$ cat src/rtl/spm_dac_pkg.sv
// Shared definitions for the SPM six-lane DAC SPI output stage.
// Command codes, frame geometry, config bit map and FSM states.
package spm_dac_pkg;

  localparam logic [3:0] CMD_WR_DAC  = 4'b0001;
  localparam logic [3:0] CMD_WR_CTRL = 4'b0010;

  localparam int FRAME_BITS = 24;

  localparam int CFG_ENABLE   = 0;
  localparam int CFG_INIT     = 1;
  localparam int CFG_TWOS     = 2;
  localparam int CFG_CTRL_LSB = 32;

  typedef enum logic [2:0] {
    S_IDLE,
    S_SETUP,
    S_SHIFT,
    S_GAP,
    S_LDAC
  } state_t;

endpackage

$ cat src/rtl/q31_to_dac20.sv
// Q31 -> 20-bit DAC code: round-half-up on the dropped LSBs,
// saturate the positive overflow, optional offset-binary MSB flip.
module q31_to_dac20 #(
  parameter int IN_W  = 32,
  parameter int OUT_W = 20
) (
  input  logic [IN_W-1:0]  x,
  input  logic             twos_comp,
  output logic [OUT_W-1:0] d
);

  logic [OUT_W+1:0] sum;
  logic [OUT_W:0]   half;
  logic [OUT_W-1:0] sat;
  logic             unused_lsb;

  assign unused_lsb = ^x[IN_W-OUT_W-2:0];

  assign sum  = {x[IN_W-1], x[IN_W-1 -: OUT_W+1]}
              + (OUT_W+2)'(1);
  assign half = sum[OUT_W+1:1];

  always_comb begin
    sat = half[OUT_W-1:0];
    if (!half[OUT_W] && half[OUT_W-1])
      sat = {1'b0, {(OUT_W-1){1'b1}}};
    else if (half[OUT_W] && !half[OUT_W-1])
      sat = {1'b1, {(OUT_W-1){1'b0}}};
    d = sat;
    d[OUT_W-1] = sat[OUT_W-1] ^ ~twos_comp;
  end

endmodule

$ cat src/rtl/axis_spm_dac_spi.sv
// Six-lane AD5791 SPI output stage: shared SCLK/SYNC, one SDIN per
// channel, common LDAC so all channels update on the same edge.
module axis_spm_dac_spi
  import spm_dac_pkg::*;
#(
  parameter int          SAXIS_TDATA_WIDTH      = 32,
  parameter int          DAC_WIDTH              = 20,
  parameter int          SCLK_DIV               = 4,
  parameter logic [31:0] dac_config_reg_address = 32'd1110
) (
  input  logic                         a_clk,
  input  logic                         a_rst,
  input  logic [31:0]                  config_addr,
  input  logic [511:0]                 config_data,
  input  logic [SAXIS_TDATA_WIDTH-1:0] S_AXIS1_tdata,
  input  logic                         S_AXIS1_tvalid,
  input  logic [SAXIS_TDATA_WIDTH-1:0] S_AXIS2_tdata,
  input  logic                         S_AXIS2_tvalid,
  input  logic [SAXIS_TDATA_WIDTH-1:0] S_AXIS3_tdata,
  input  logic                         S_AXIS3_tvalid,
  input  logic [SAXIS_TDATA_WIDTH-1:0] S_AXIS4_tdata,
  input  logic                         S_AXIS4_tvalid,
  input  logic [SAXIS_TDATA_WIDTH-1:0] S_AXIS5_tdata,
  input  logic                         S_AXIS5_tvalid,
  input  logic [SAXIS_TDATA_WIDTH-1:0] S_AXIS6_tdata,
  input  logic                         S_AXIS6_tvalid,
  output logic                         dac_sclk,
  output logic                         dac_sync_n,
  output logic [5:0]                   dac_sdin,
  output logic                         dac_ldac_n,
  output logic                         busy,
  output logic [31:0]                  frame_count
);

  localparam int NCH = 6;
  localparam int DW  = $clog2(SCLK_DIV);
  localparam logic [DW-1:0] DIV_LAST = DW'(SCLK_DIV - 1);
  localparam logic [4:0]    BIT_TOP  = 5'(FRAME_BITS - 1);

  logic [SAXIS_TDATA_WIDTH-1:0]   tdata [NCH];
  logic [NCH-1:0]                 tvalid;
  logic [NCH-1:0][DAC_WIDTH-1:0]  conv;
  logic [NCH-1:0][DAC_WIDTH-1:0]  word_q, word_d;
  logic [NCH-1:0][FRAME_BITS-1:0] frame_q, frame_d;

  logic                 enable, twos_comp, init_pending;
  logic                 cfg_hit;
  logic [DAC_WIDTH-1:0] ctrl_word;

  state_t        state_q, state_d;
  logic [DW-1:0] div_q, div_d;
  logic [4:0]    bit_q, bit_d;
  logic          hi_q, hi_d;
  logic          is_init_q, is_init_d;
  logic          load_init, load_data, count_inc, div_last;

  logic           shifting;
  logic           sclk_d, sync_n_d, ldac_n_d, busy_d;
  logic [NCH-1:0] sdin_d;
  logic           unused_cfg;

  assign tdata[0] = S_AXIS1_tdata;
  assign tdata[1] = S_AXIS2_tdata;
  assign tdata[2] = S_AXIS3_tdata;
  assign tdata[3] = S_AXIS4_tdata;
  assign tdata[4] = S_AXIS5_tdata;
  assign tdata[5] = S_AXIS6_tdata;
  assign tvalid = {S_AXIS6_tvalid, S_AXIS5_tvalid,
                   S_AXIS4_tvalid, S_AXIS3_tvalid,
                   S_AXIS2_tvalid, S_AXIS1_tvalid};

  for (genvar g = 0; g < NCH; g++) begin : g_conv
    q31_to_dac20 #(
      .IN_W (SAXIS_TDATA_WIDTH),
      .OUT_W(DAC_WIDTH)
    ) u_conv (
      .x        (tdata[g]),
      .twos_comp(twos_comp),
      .d        (conv[g])
    );
  end

  assign cfg_hit    = (config_addr == dac_config_reg_address);
  assign unused_cfg = ^{config_data[511:CFG_CTRL_LSB+DAC_WIDTH],
                        config_data[CFG_CTRL_LSB-1:CFG_TWOS+1]};

  // A fresh init request wins over the clear of the one being served.
  always_ff @(posedge a_clk or posedge a_rst) begin
    if (a_rst) begin
      enable       <= 1'b0;
      twos_comp    <= 1'b0;
      init_pending <= 1'b0;
      ctrl_word    <= '0;
    end else begin
      if (load_init)
        init_pending <= 1'b0;
      if (cfg_hit) begin
        enable    <= config_data[CFG_ENABLE];
        twos_comp <= config_data[CFG_TWOS];
        ctrl_word <= config_data[CFG_CTRL_LSB +: DAC_WIDTH];
        if (config_data[CFG_INIT])
          init_pending <= 1'b1;
      end
    end
  end

  always_comb begin
    word_d  = word_q;
    frame_d = frame_q;
    for (int i = 0; i < NCH; i++) begin
      if (load_data && tvalid[i])
        word_d[i] = conv[i];
      if (load_init)
        frame_d[i] = {CMD_WR_CTRL, ctrl_word};
      else if (load_data)
        frame_d[i] = {CMD_WR_DAC, word_d[i]};
    end
  end

  always_ff @(posedge a_clk or posedge a_rst) begin
    if (a_rst) begin
      word_q  <= '0;
      frame_q <= '0;
    end else begin
      word_q  <= word_d;
      frame_q <= frame_d;
    end
  end

  always_ff @(posedge a_clk or posedge a_rst) begin
    if (a_rst) begin
      state_q   <= S_IDLE;
      div_q     <= '0;
      bit_q     <= BIT_TOP;
      hi_q      <= 1'b0;
      is_init_q <= 1'b0;
    end else begin
      state_q   <= state_d;
      div_q     <= div_d;
      bit_q     <= bit_d;
      hi_q      <= hi_d;
      is_init_q <= is_init_d;
    end
  end

  assign div_last = (div_q == DIV_LAST);

  always_comb begin
    state_d   = state_q;
    div_d     = div_q;
    bit_d     = bit_q;
    hi_d      = hi_q;
    is_init_d = is_init_q;
    load_init = 1'b0;
    load_data = 1'b0;
    count_inc = 1'b0;
    unique case (state_q)
      S_IDLE: begin
        div_d = '0;
        bit_d = BIT_TOP;
        if (init_pending) begin
          load_init = 1'b1;
          is_init_d = 1'b1;
          state_d   = S_SETUP;
        end else if (enable) begin
          load_data = 1'b1;
          is_init_d = 1'b0;
          state_d   = S_SETUP;
        end
      end
      S_SETUP: begin
        div_d = div_q + DW'(1);
        if (div_last) begin
          div_d   = '0;
          hi_d    = 1'b1;
          state_d = S_SHIFT;
        end
      end
      // Each bit: SCLK high half, then low half; DAC samples on the fall.
      S_SHIFT: begin
        div_d = div_q + DW'(1);
        if (div_last) begin
          div_d = '0;
          if (hi_q) begin
            hi_d = 1'b0;
          end else if (bit_q == 5'd0) begin
            state_d = S_GAP;
          end else begin
            hi_d  = 1'b1;
            bit_d = bit_q - 5'd1;
          end
        end
      end
      S_GAP: begin
        div_d = div_q + DW'(1);
        if (div_last) begin
          div_d   = '0;
          state_d = is_init_q ? S_IDLE : S_LDAC;
        end
      end
      S_LDAC: begin
        div_d = div_q + DW'(1);
        if (div_last) begin
          div_d     = '0;
          count_inc = 1'b1;
          state_d   = S_IDLE;
        end
      end
      default: state_d = S_IDLE;
    endcase
  end

  // Pins are decoded from the next state so they can be registered
  // without lagging the FSM by a cycle.
  always_comb begin
    shifting = (state_d == S_SETUP) || (state_d == S_SHIFT);
    sclk_d   = (state_d == S_SHIFT) && hi_d;
    sync_n_d = !shifting;
    ldac_n_d = (state_d != S_LDAC);
    busy_d   = (state_d != S_IDLE);
    sdin_d   = '0;
    for (int i = 0; i < NCH; i++)
      sdin_d[i] = shifting && frame_d[i][bit_d];
  end

  always_ff @(posedge a_clk or posedge a_rst) begin
    if (a_rst) begin
      dac_sclk    <= 1'b0;
      dac_sync_n  <= 1'b1;
      dac_sdin    <= '0;
      dac_ldac_n  <= 1'b1;
      busy        <= 1'b0;
      frame_count <= '0;
    end else begin
      dac_sclk   <= sclk_d;
      dac_sync_n <= sync_n_d;
      dac_sdin   <= sdin_d;
      dac_ldac_n <= ldac_n_d;
      busy       <= busy_d;
      if (count_inc)
        frame_count <= frame_count + 32'd1;
    end
  end

endmodule

$ cat config.mk
export PLATFORM = sky130hd
export DESIGN_NAME = axis_spm_dac_spi
export DESIGN_NICKNAME = d
export VERILOG_FILES = /design/src/rtl/spm_dac_pkg.sv /design/src/rtl/q31_to_dac20.sv /design/src/rtl/axis_spm_dac_spi.sv
export SDC_FILE = /design/constraint.sdc
export NUM_CORES = 1
export LEC_CHECK = 0
export CAP_MARGIN = 20
export CORE_AREA = 2 2 306 308
export CTS_CLUSTER_DIAMETER = 40
export CTS_CLUSTER_SIZE = 16
export DETAILED_ROUTE_END_ITERATION = 8
export DIE_AREA = 0 0 308 310
export SETUP_SLACK_MARGIN = 0.5
export SYNTH_ARGS = -nofsm -noshare
export SYNTH_HDL_FRONTEND = slang
export SYNTH_SLANG_ARGS = --single-unit
$ cat constraint.sdc
create_clock -name a_clk -period 34.8 [get_ports a_clk]
set_input_delay 6.96 -clock a_clk [delete_from_list [all_inputs] [get_ports a_clk]]
set_output_delay 6.96 -clock a_clk [all_outputs]
set_load 0.03 [all_outputs]
==> results of run 1 <==
==> critical path: stages <==
cell and delay [ns]:
clkdlybuf4s50_1 0.64, nand4_1 0.25, nor4_1 0.71, a21boi_0 0.42
xnor2_1 0.30, mux2i_1 0.16, o211ai_1 0.21, a22oi_1 0.10
o311ai_0 0.82
==> state kept, by name (all words and copies together), names as in the netlist <==
name / flops
state_q: 3
dac_ldac_n: 1
ctrl_word: 20
div_q: 2
bit_q: 5
init_pending: 1
word_q: 120
dac_sclk: 1
enable: 1
is_init_q: 1
hi_q: 1
dac_sdin: 6
twos_comp: 1
dac_sync_n: 1
busy: 1
frame_count: 32
frame_q: 144
==> cell usage after synthesis, types with 15 or more instances <==
| master | n |
|---|---|
| a211oi_1 | 15 |
| mux2_2 | 26 |
| nand4_1 | 44 |
| clkbuf_1 | 98 |
| nor3_1 | 58 |
| nand2_1 | 249 |
| xor2_1 | 59 |
| and3_1 | 35 |
| xnor2_1 | 70 |
| a21oi_1 | 140 |
| o21ai_0 | 114 |
| nand3_1 | 93 |
| and2_1 | 20 |
| o211ai_1 | 40 |
| a22oi_1 | 22 |
| and4_1 | 19 |
| a31oi_1 | 40 |
| o22ai_1 | 23 |
| nor4_1 | 25 |
| inv_1 | 31 |
| o21a_1 | 38 |
| dfrtp_1 | 335 |
| nor2_1 | 242 |
==> metal layers <==
metal  part of all wire (%)  vias up  GRT usage (%)
met5                   0.11        -              0
met4                    4.0       10          6.239
met3                    8.0      169          3.228
met2                     45      739          24.07
met1                     42     8739          20.52
li1                       -     8238              -
==> power by group <==
group	internal, mW	switching [mW]	total [mW]
sequential	0.399	0.000915	0.400
combinational	0.0293	0.0358	0.0651
clock	0.351	0.245	0.596
total	0.779	0.281	1.06
==> cell families after synthesis <==
group / count (synthesis) / synth area share (%)
fa+ha+maj: 10 / 0.6566
flops: 341 / 44.82
buf+inv: 161 / 3.572
compound gates: 581 / 20.24
simple gates: 883 / 22.57
mux: 39 / 2.219
xor+xnor: 129 / 5.929
==> worst paths after layout <==
check                                      from               endpoint  slack, ns  cells past startpoint
setup / recovery              S_AXIS6_tdata[20]  dac_sdin[5]$_DFF_PP0_      24.67                      9
hold / removal             word_q[44]$_DFF_PP0_   word_q[44]$_DFF_PP0_       0.47                      2
setup reg to reg             bit_q[0]$_DFF_PP1_  dac_sdin[5]$_DFF_PP0_      29.94                     13
hold reg to reg            word_q[44]$_DFF_PP0_   word_q[44]$_DFF_PP0_       0.47                      2
max in group asynchronous                 a_rst  frame_q[69]$_DFF_PP0_      25.67                      4
min in group asynchronous                 a_rst   frame_q[5]$_DFF_PP0_       6.82                      2
==> final cells by class <==
class	instances	share of cell area, %
inverter	35	0.5623
sequential	341	34.58
tap	1197	6.064
clock buffer	64	6.089
clock inverter	46	2.305
multi-input combinational	1642	40.01
antenna	1	0.01013
timing repair buffer	265	10.38
==> summary.md, run 1 <==
| Metric | Value |
|---|---|
| # H-tree levels | 2 |
| Core area | 92490 um^2 |
| Seq/Total Area, Yosys | 44.82% |
| Setup Slack @ Placement | 24.24 ns |
| Asr flop ratio synth | 100.0% |
| Routed via count | 17900 |
| Syn Area/Cell | 8.888 um^2 |
| Number of nets in the layout | 3097 |
| Layout area overhead | 29.62% |
| Worst vdd ir | 0.03940 mV |
| Fillers | 9891 |
| Syn nets | 2898 |
| Post-Syn Instances | 2144 |
| Die height | 310 um |
| Vias in the first global route | 17160 |
| GPL Wtd Cong | 0.8810 |
| Row count | 112 |
| CTS max path bufs | 3 |
| Placed Area | 22620 um^2 |
| Post-synthesis cell type count | 92 |
| CTS Sinks | 341 |
| Max-slew violation count | 0 |
| Fin crit period | 10.13 ns |
| Area of the multi-input gates | 9882 um^2 |
| CP Class | input port to flop |
| Hold Path Class | flop to flop |
| Via density | 4.983 |
| FF+latch area | 8541 um^2 |
| Fin Setup TNS | 0 ns |
| CTS tree | yes |
| Gates resized, CTS repair | 0 |
| Clk_lat worst skew | 0.65 ns |
| Post-DP HPWL | 53200 um |
| Final cycle utilization of the critical path | 29.11% |
| Die Area | 95480 um^2 |
| Gr usage total | 15.34% |
| DR pass1 iterations | 6 |
| WHS | 0.4726 ns |
| Die width | 308 um |
| Worst-path clk slew | 0.06 ns |
| CP Data Required Time | 35.25 ns |
| Cell Pwr Density | 42.93 nW/um^2 |
| Most frequent cells in the layout | 335 x dfrtp_1, 248 x nand2_1, 239 x nor2_1, 230 x clkdlybuf4s50_1, 140 x a21oi_1 |
| Hold_buf cts | 0 |
| Final Skew | 0.07464 ns |
| Final hold viol count | 0 |
| I/O pins | 786 |
| Worst-Margin Slew | 1.035 ns |
| Worst slew margin | 31.01% |
| Top FF cell, synth | dfrtp_1 |
| Synth Cell Area | 19060 um^2 |
| Fmax | 98.70 MHz |
| Fin cells | 3591 |
| Synth top area share | 43.99% |
| Placed cells | 3479 |
| Number of port buffers | 230 |
| Startpoint Class | input port |
| Final instance area | 24700 um^2 |
| Max-Cap Viols | 0 |
| Setup bufs post-CTS | 0 |
| Initial DRC count | 1507 |
| CP arrival | 10.58 ns |
| EDFF count, synth | 0 |
| CP Capture Type | flop |
| Commonest non-fill, non-tap cell in the layout | dfrtp_1 |
| Run status | completed |
| Lkg Pwr | 10.34 nW |
| CTS Root Cell | clkbuf_16 |
| Setup violators final | 0 |
| Drt drc | 0 |
| First-pass GRT wire length | 111600 um |
| Antenna viol nets, final | 0 |
| Overflow after GRT | 0 |
| Main area contributors after synthesis | dfrtp_1 44%, nand2_1 4.9%, nor2_1 4.8% |
| Wire length per cell | 20.92 um |
| Unrepaired setup endpoints after global routing | no |
| Final Util | 26.71% |
| Crit-path max FO | 5 |
| Post-Route WL | 75110 um |
| CTS buffer count | 58 |
| Initial antenna violation count | 7 |
| Largest net degree at the start of global routing | 86 |
| Yosys reg bits | 341 |
| Post-synth top area cell | dfrtp_1 |
| Layout cell share with drive strength beyond 1 | 9.528% |
| Initial core utilization | 20.60% |
| Setup WS post-layout | 24.67 ns |
| Yosys warnings | 0 |
| Total power | 1.060 mW |
Note: power is estimated with default switching activity, not from simulation.
==> inputs of run 2 (changes only) <==
Clock period 34.8 ns to 9.36 ns, I/O delays scaled along.
==> run 2 against run 1 <==
Flip-flop and latch count did not move. Core utilization barely moved. First-iteration DRC count rose by 14%. Non-clock buffer count rose by 2. Total power rose to 3.8 times the previous value. Final area rose by 0.18%. Worst hold slack got worse by 0.00077 ns. Combinational power rose to 3.7 times the previous value. Register-to-register slack got worse by 25 ns. Largest power group unchanged. Clock power rose to 3.8 times the previous value.
==> summary.md, run 2 (synthesis gave the netlist of run 1 again) <==
| Metric | Value |
|---|---|
| Die Area | 95480 um^2 |
| Placed Area | 22640 um^2 |
| Clk_lat worst skew | 0.63 ns |
| Fin cells | 3593 |
| # H-tree levels | 2 |
| Final cycle utilization of the critical path | 55.58% |
| CP Capture Type | flop |
| Setup violators final | 0 |
| Number of nets in the layout | 3099 |
| Max-slew violation count | 0 |
| Antenna viol nets, final | 0 |
| CTS tree | yes |
| Row count | 112 |
| Hold_buf cts | 0 |
| Die height | 310 um |
| Via density | 4.996 |
| FF+latch area | 8541 um^2 |
| First-pass GRT wire length | 111800 um |
| Most frequent cells in the layout | 335 x dfrtp_1, 248 x nand2_1, 239 x nor2_1, 230 x clkdlybuf4s50_1, 140 x a21oi_1 |
| Unrepaired setup endpoints after global routing | no |
| Worst-path clk slew | 0.05 ns |
| Max-Cap Viols | 0 |
| CTS buffer count | 58 |
| Commonest non-fill, non-tap cell in the layout | dfrtp_1 |
| Gates resized, CTS repair | 0 |
| Fin crit period | 5.203 ns |
| Initial core utilization | 20.60% |
| Initial antenna violation count | 7 |
| Fmax | 192.2 MHz |
| Final Util | 26.75% |
| Drt drc | 0 |
| CP Class | input port to flop |
| Worst slew margin | 20.40% |
| DR pass1 iterations | 5 |
| Vias in the first global route | 17160 |
| Routed via count | 17950 |
| Top Registers | frame_q (144), word_q (120), frame_count (32) |
| Post-Route WL | 75330 um |
| Worst vdd ir | 0.1355 mV |
| Run status | completed |
| CP arrival | 5.62 ns |
| Final instance area | 24750 um^2 |
| Initial DRC count | 1717 |
| Max reg flops | 144 |
| Hold Path Class | flop to flop |
| Overflow after GRT | 0 |
| Worst-Margin Slew | 1.179 ns |
| Final hold viol count | 0 |
| Top reg by flops | frame_q |
| Die width | 308 um |
| Largest net degree at the start of global routing | 69 |
| Startpoint Class | input port |
| Crit-path max FO | 5 |
| Cell Pwr Density | 162.2 nW/um^2 |
| Lkg Pwr | 10.35 nW |
| Layout cell share with drive strength beyond 1 | 9.524% |
| GPL Wtd Cong | 0.8867 |
| Wire length per cell | 20.97 um |
| Area of the multi-input gates | 9882 um^2 |
| Fillers | 9887 |
| CP Data Required Time | 9.78 ns |
| Setup bufs post-CTS | 0 |
| Post-DP HPWL | 53590 um |
| CTS max path bufs | 3 |
| I/O pins | 786 |
| Number of port buffers | 230 |
| Core area | 92490 um^2 |
| Gr usage total | 15.37% |
| Layout area overhead | 29.86% |
| Final Skew | 0.04704 ns |
| Placed cells | 3482 |
| Fin Setup TNS | 0 ns |
| CTS Root Cell | clkbuf_16 |
| CTS Sinks | 341 |
## run 2: worst paths after layout
check / start / endpoint / slack, ns / cells past startpoint
max: S_AXIS6_tdata[19] / dac_sdin[5]$_DFF_PP0_ / 4.16 / 9
min: word_q[13]$_DFF_PP0_ / word_q[13]$_DFF_PP0_ / 0.47 / 2
max reg2reg: state_q[2]$_DFF_PP0_ / dac_sdin[5]$_DFF_PP0_ / 4.64 / 9
min reg2reg: word_q[13]$_DFF_PP0_ / word_q[13]$_DFF_PP0_ / 0.47 / 2
max in group asynchronous: a_rst / frame_count[15]$_DFFE_PP0P_ / 5.54 / 4
min in group asynchronous: a_rst / frame_q[12]$_DFF_PP0_ / 1.78 / 2
## run 2: layout make-up
cell class	count	area share, %
timing repair buffer	267	10.43
multi-input combinational	1642	39.94
sequential	341	34.51
antenna	2	0.02023
inverter	35	0.5461
clock inverter	45	2.468
clock buffer	64	6.037
tap	1197	6.052
## run 2: power breakdown
part           internal [mW]  switching [mW]  leakage (nW)  total, mW
Combinational          0.110           0.132          4.71      0.242
Clock                   1.45           0.835          1.00       2.28
Sequential              1.48         0.00327          4.64       1.49
## run 2: critical path, stage by stage
cell and delay [ns]:
clkdlybuf4s50_1 0.62, nand4_1 0.24, nor4_1 0.66, a21boi_0 0.43, xnor2_1 0.30, mux2i_1 0.20
o211ai_1 0.23, a22oi_1 0.08, o311ai_0 0.98
## run 2: metrics by stage
step                setup WS [ns]  hold slack (ns)  power (mW)
finish                      4.157           0.4718       4.013
global route                4.213           0.4871       4.131
CTS                         4.449           0.4731       4.042
detailed placement          3.828           0.4579       1.754
global placement            3.732           0.4540       1.754
floorplan                   2.932           0.4347       1.607
## run 2: routing by layer
metal	GRT usage, %	vias up	wire [um]
met5	0	-	84
met4	5.876	12	2699
met3	3.262	147	5783
met2	24.51	715	35040
met1	20.37	8855	31720
li1	-	8221	-
==> inputs of run 3 (changes only) <==
Clock period 9.36 ns to 4.8 ns, I/O delays scaled along.
==> run 3 against run 2 <==
Die area stayed put. Count of clock-buffer cells in the layout increased by 15. Cell count up 1.6%. Final area is 2.4% higher. Clock skew down 0.0065 ns. Critical path type is now flop to flop.
==> summary.md, run 3 (synthesis gave the netlist of run 1 again) <==
| Metric | Value |
|---|---|
| Row count | 112 |
| Crit-path max FO | 23 |
| Hold Path Class | flop to flop |
| Layout area overhead | 33.01% |
| Startpoint Class | flop |
| Combinational Power Share | 6.0% |
| Worst-path clk slew | 0.06 ns |
| Post-Route WL | 76450 um |
| Clock power share | 58.1% |
| Drt drc | 0 |
| Via density | 5.008 |
| Post-DP HPWL | 55520 um |
| FF+latch area | 8541 um^2 |
| Min-delay src | frame_q[45]$_DFF_PP0_ |
| Max reg flops | 144 |
| DR pass1 iterations | 5 |
| Commonest non-fill, non-tap cell in the layout | dfrtp_1 |
| Max-Cap Viols | 0 |
| # H-tree levels | 3 |
| CP Class | flop to flop |
| P_int | 6.081 mW |
| Lkg Pwr | 10.69 nW |
| Worst hold stages | 2 |
| Final Skew | 0.04053 ns |
| Gates resized, CTS repair | 0 |
| GPL Wtd Cong | 0.8816 |
| Worst-Margin Slew | 0.9196 ns |
| Part of the power in registers | 35.9% |
| Hold_buf cts | 0 |
| Final hold viol count | 0 |
| Final Util | 27.41% |
| CTS max path bufs | 3 |
| Cell Pwr Density | 318.9 nW/um^2 |
| First-pass GRT wire length | 112600 um |
| Run status | completed |
| Core area | 92490 um^2 |
| Top reg by flops | frame_q |
| Psw | 2.003 mW |
| Fin crit period | 3.947 ns |
| Gr usage total | 15.58% |
| Initial DRC count | 1772 |
| Wire length per cell | 20.94 um |
| Die width | 308 um |
| Setup WS post-layout | 0.8529 ns |
| Most frequent cells in the layout | 335 x dfrtp_1, 248 x nand2_1, 239 x nor2_1, 230 x clkdlybuf4s50_1, 140 x a21oi_1 |
| Fillers | 9828 |
| Setup Slack @ Placement | 0.4703 ns |
| Worst vdd ir | 0.2117 mV |
| Overflow after GRT | 0 |
| Switching share of total power | 24.78% |
| CTS Root Cell | clkbuf_16 |
| Number of nets in the layout | 3152 |
| FF-to-FF Start | state_q[2]$_DFF_PP0_ |
| Area of the multi-input gates | 9882 um^2 |
| Initial antenna violation count | 10 |
| Die height | 310 um |
| I/O pins | 786 |
| Fin cells | 3650 |
| Number of port buffers | 230 |
| Max-slew violation count | 0 |
| Layout cell share with drive strength beyond 1 | 11.43% |
| Placed cells | 3527 |
| Antenna viol nets, final | 0 |
| Clk_lat worst skew | 0.61 ns |
| Vias in the first global route | 17240 |
| R2r setup slk | 0.85 ns |
| Worst slew margin | 38.55% |
| CP arrival | 4.40 ns |
| Die Area | 95480 um^2 |
| Top Registers | frame_q (144), word_q (120), frame_count (32) |
| Setup violators final | 0 |
| CTS buffer count | 66 |
| Reg2reg path depth | 10 |
| R2r endpoint | dac_sdin[3]$_DFF_PP0_ |
| Routed via count | 18280 |
| Unrepaired setup endpoints after global routing | no |
| Fin Setup TNS | 0 ns |
| Largest net degree at the start of global routing | 86 |
| CP Data Required Time | 5.25 ns |
| Setup bufs post-CTS | 0 |
| Final cycle utilization of the critical path | 82.23% |
| CTS tree | yes |
| CP Capture Type | flop |
| Initial core utilization | 20.60% |
| Hold path endpoint | frame_q[45]$_DFF_PP0_ |
| Fmax | 253.4 MHz |
| CTS Sinks | 341 |
run 3: power by group through the flow:
stage / combinational (mW) / clock [mW] / sequential (mW)
after floorplan: 0.185 / 0 / 2.95
after global placement: 0.480 / 0 / 2.95
after detailed placement: 0.482 / 0 / 2.95
after CTS: 0.486 / 4.77 / 2.90
after global routing: 0.526 / 4.90 / 2.90
final: 0.482 / 4.70 / 2.90
run 3: metal layers:
layer	vias to the layer above	GRT usage (%)	routed length [um]
met1	8966	20.63	32540
li1	8340	-	-
met4	12	5.581	2640
met2	785	24.99	35420
met3	176	3.351	5767
met5	-	0	72
run 3: worst max path at each step:
| stage | from | to |
|---|---|---|
| after floorplan | a_rst | bit_q[3]$_DFF_PP0_ |
| after global routing | state_q[2]$_DFF_PP0_ | dac_sdin[3]$_DFF_PP0_ |
| after detailed placement | S_AXIS4_tdata[16] | dac_sdin[3]$_DFF_PP0_ |
| after global placement | S_AXIS4_tdata[16] | dac_sdin[3]$_DFF_PP0_ |
| final | state_q[2]$_DFF_PP0_ | dac_sdin[3]$_DFF_PP0_ |
| after CTS | state_q[2]$_DFF_PP0_ | dac_sdin[3]$_DFF_PP0_ |
run 3: metrics by stage:
stage          cell area [um^2]  power, mW  hold slack [ns]
2_1_floorplan             19060      3.134           0.4347
3_3_place_gp              23060      3.428           0.4551
3_5_place_dp              23060      3.430           0.4592
4_1_cts                   25340      8.152           0.4723
5_1_grt                   25340      8.328           0.4948
6_report                  25350      8.084           0.4710
run 3: worst max-delay path: stages (launching register included):
cell	delay [ns]
dfrtp_1	0.67
nor3_2	0.78
nand2_1	0.16
o211ai_1	0.13
buf_4	0.22
inv_1	0.15
nor2_1	0.67
nand2_1	0.12
a2bb2o_1	0.29
a211oi_1	0.05
o41ai_2	0.55
run 3: final cells by class:
class / count / area share [%]
flip-flops and latches: 341 / 33.70
diodes: 3 / 0.02962
clock buffers: 79 / 6.950
clock inverters: 41 / 2.039
well taps: 1197 / 5.909
repair buffers: 312 / 11.86
multi-input cells: 1642 / 38.99
inverters: 35 / 0.5331
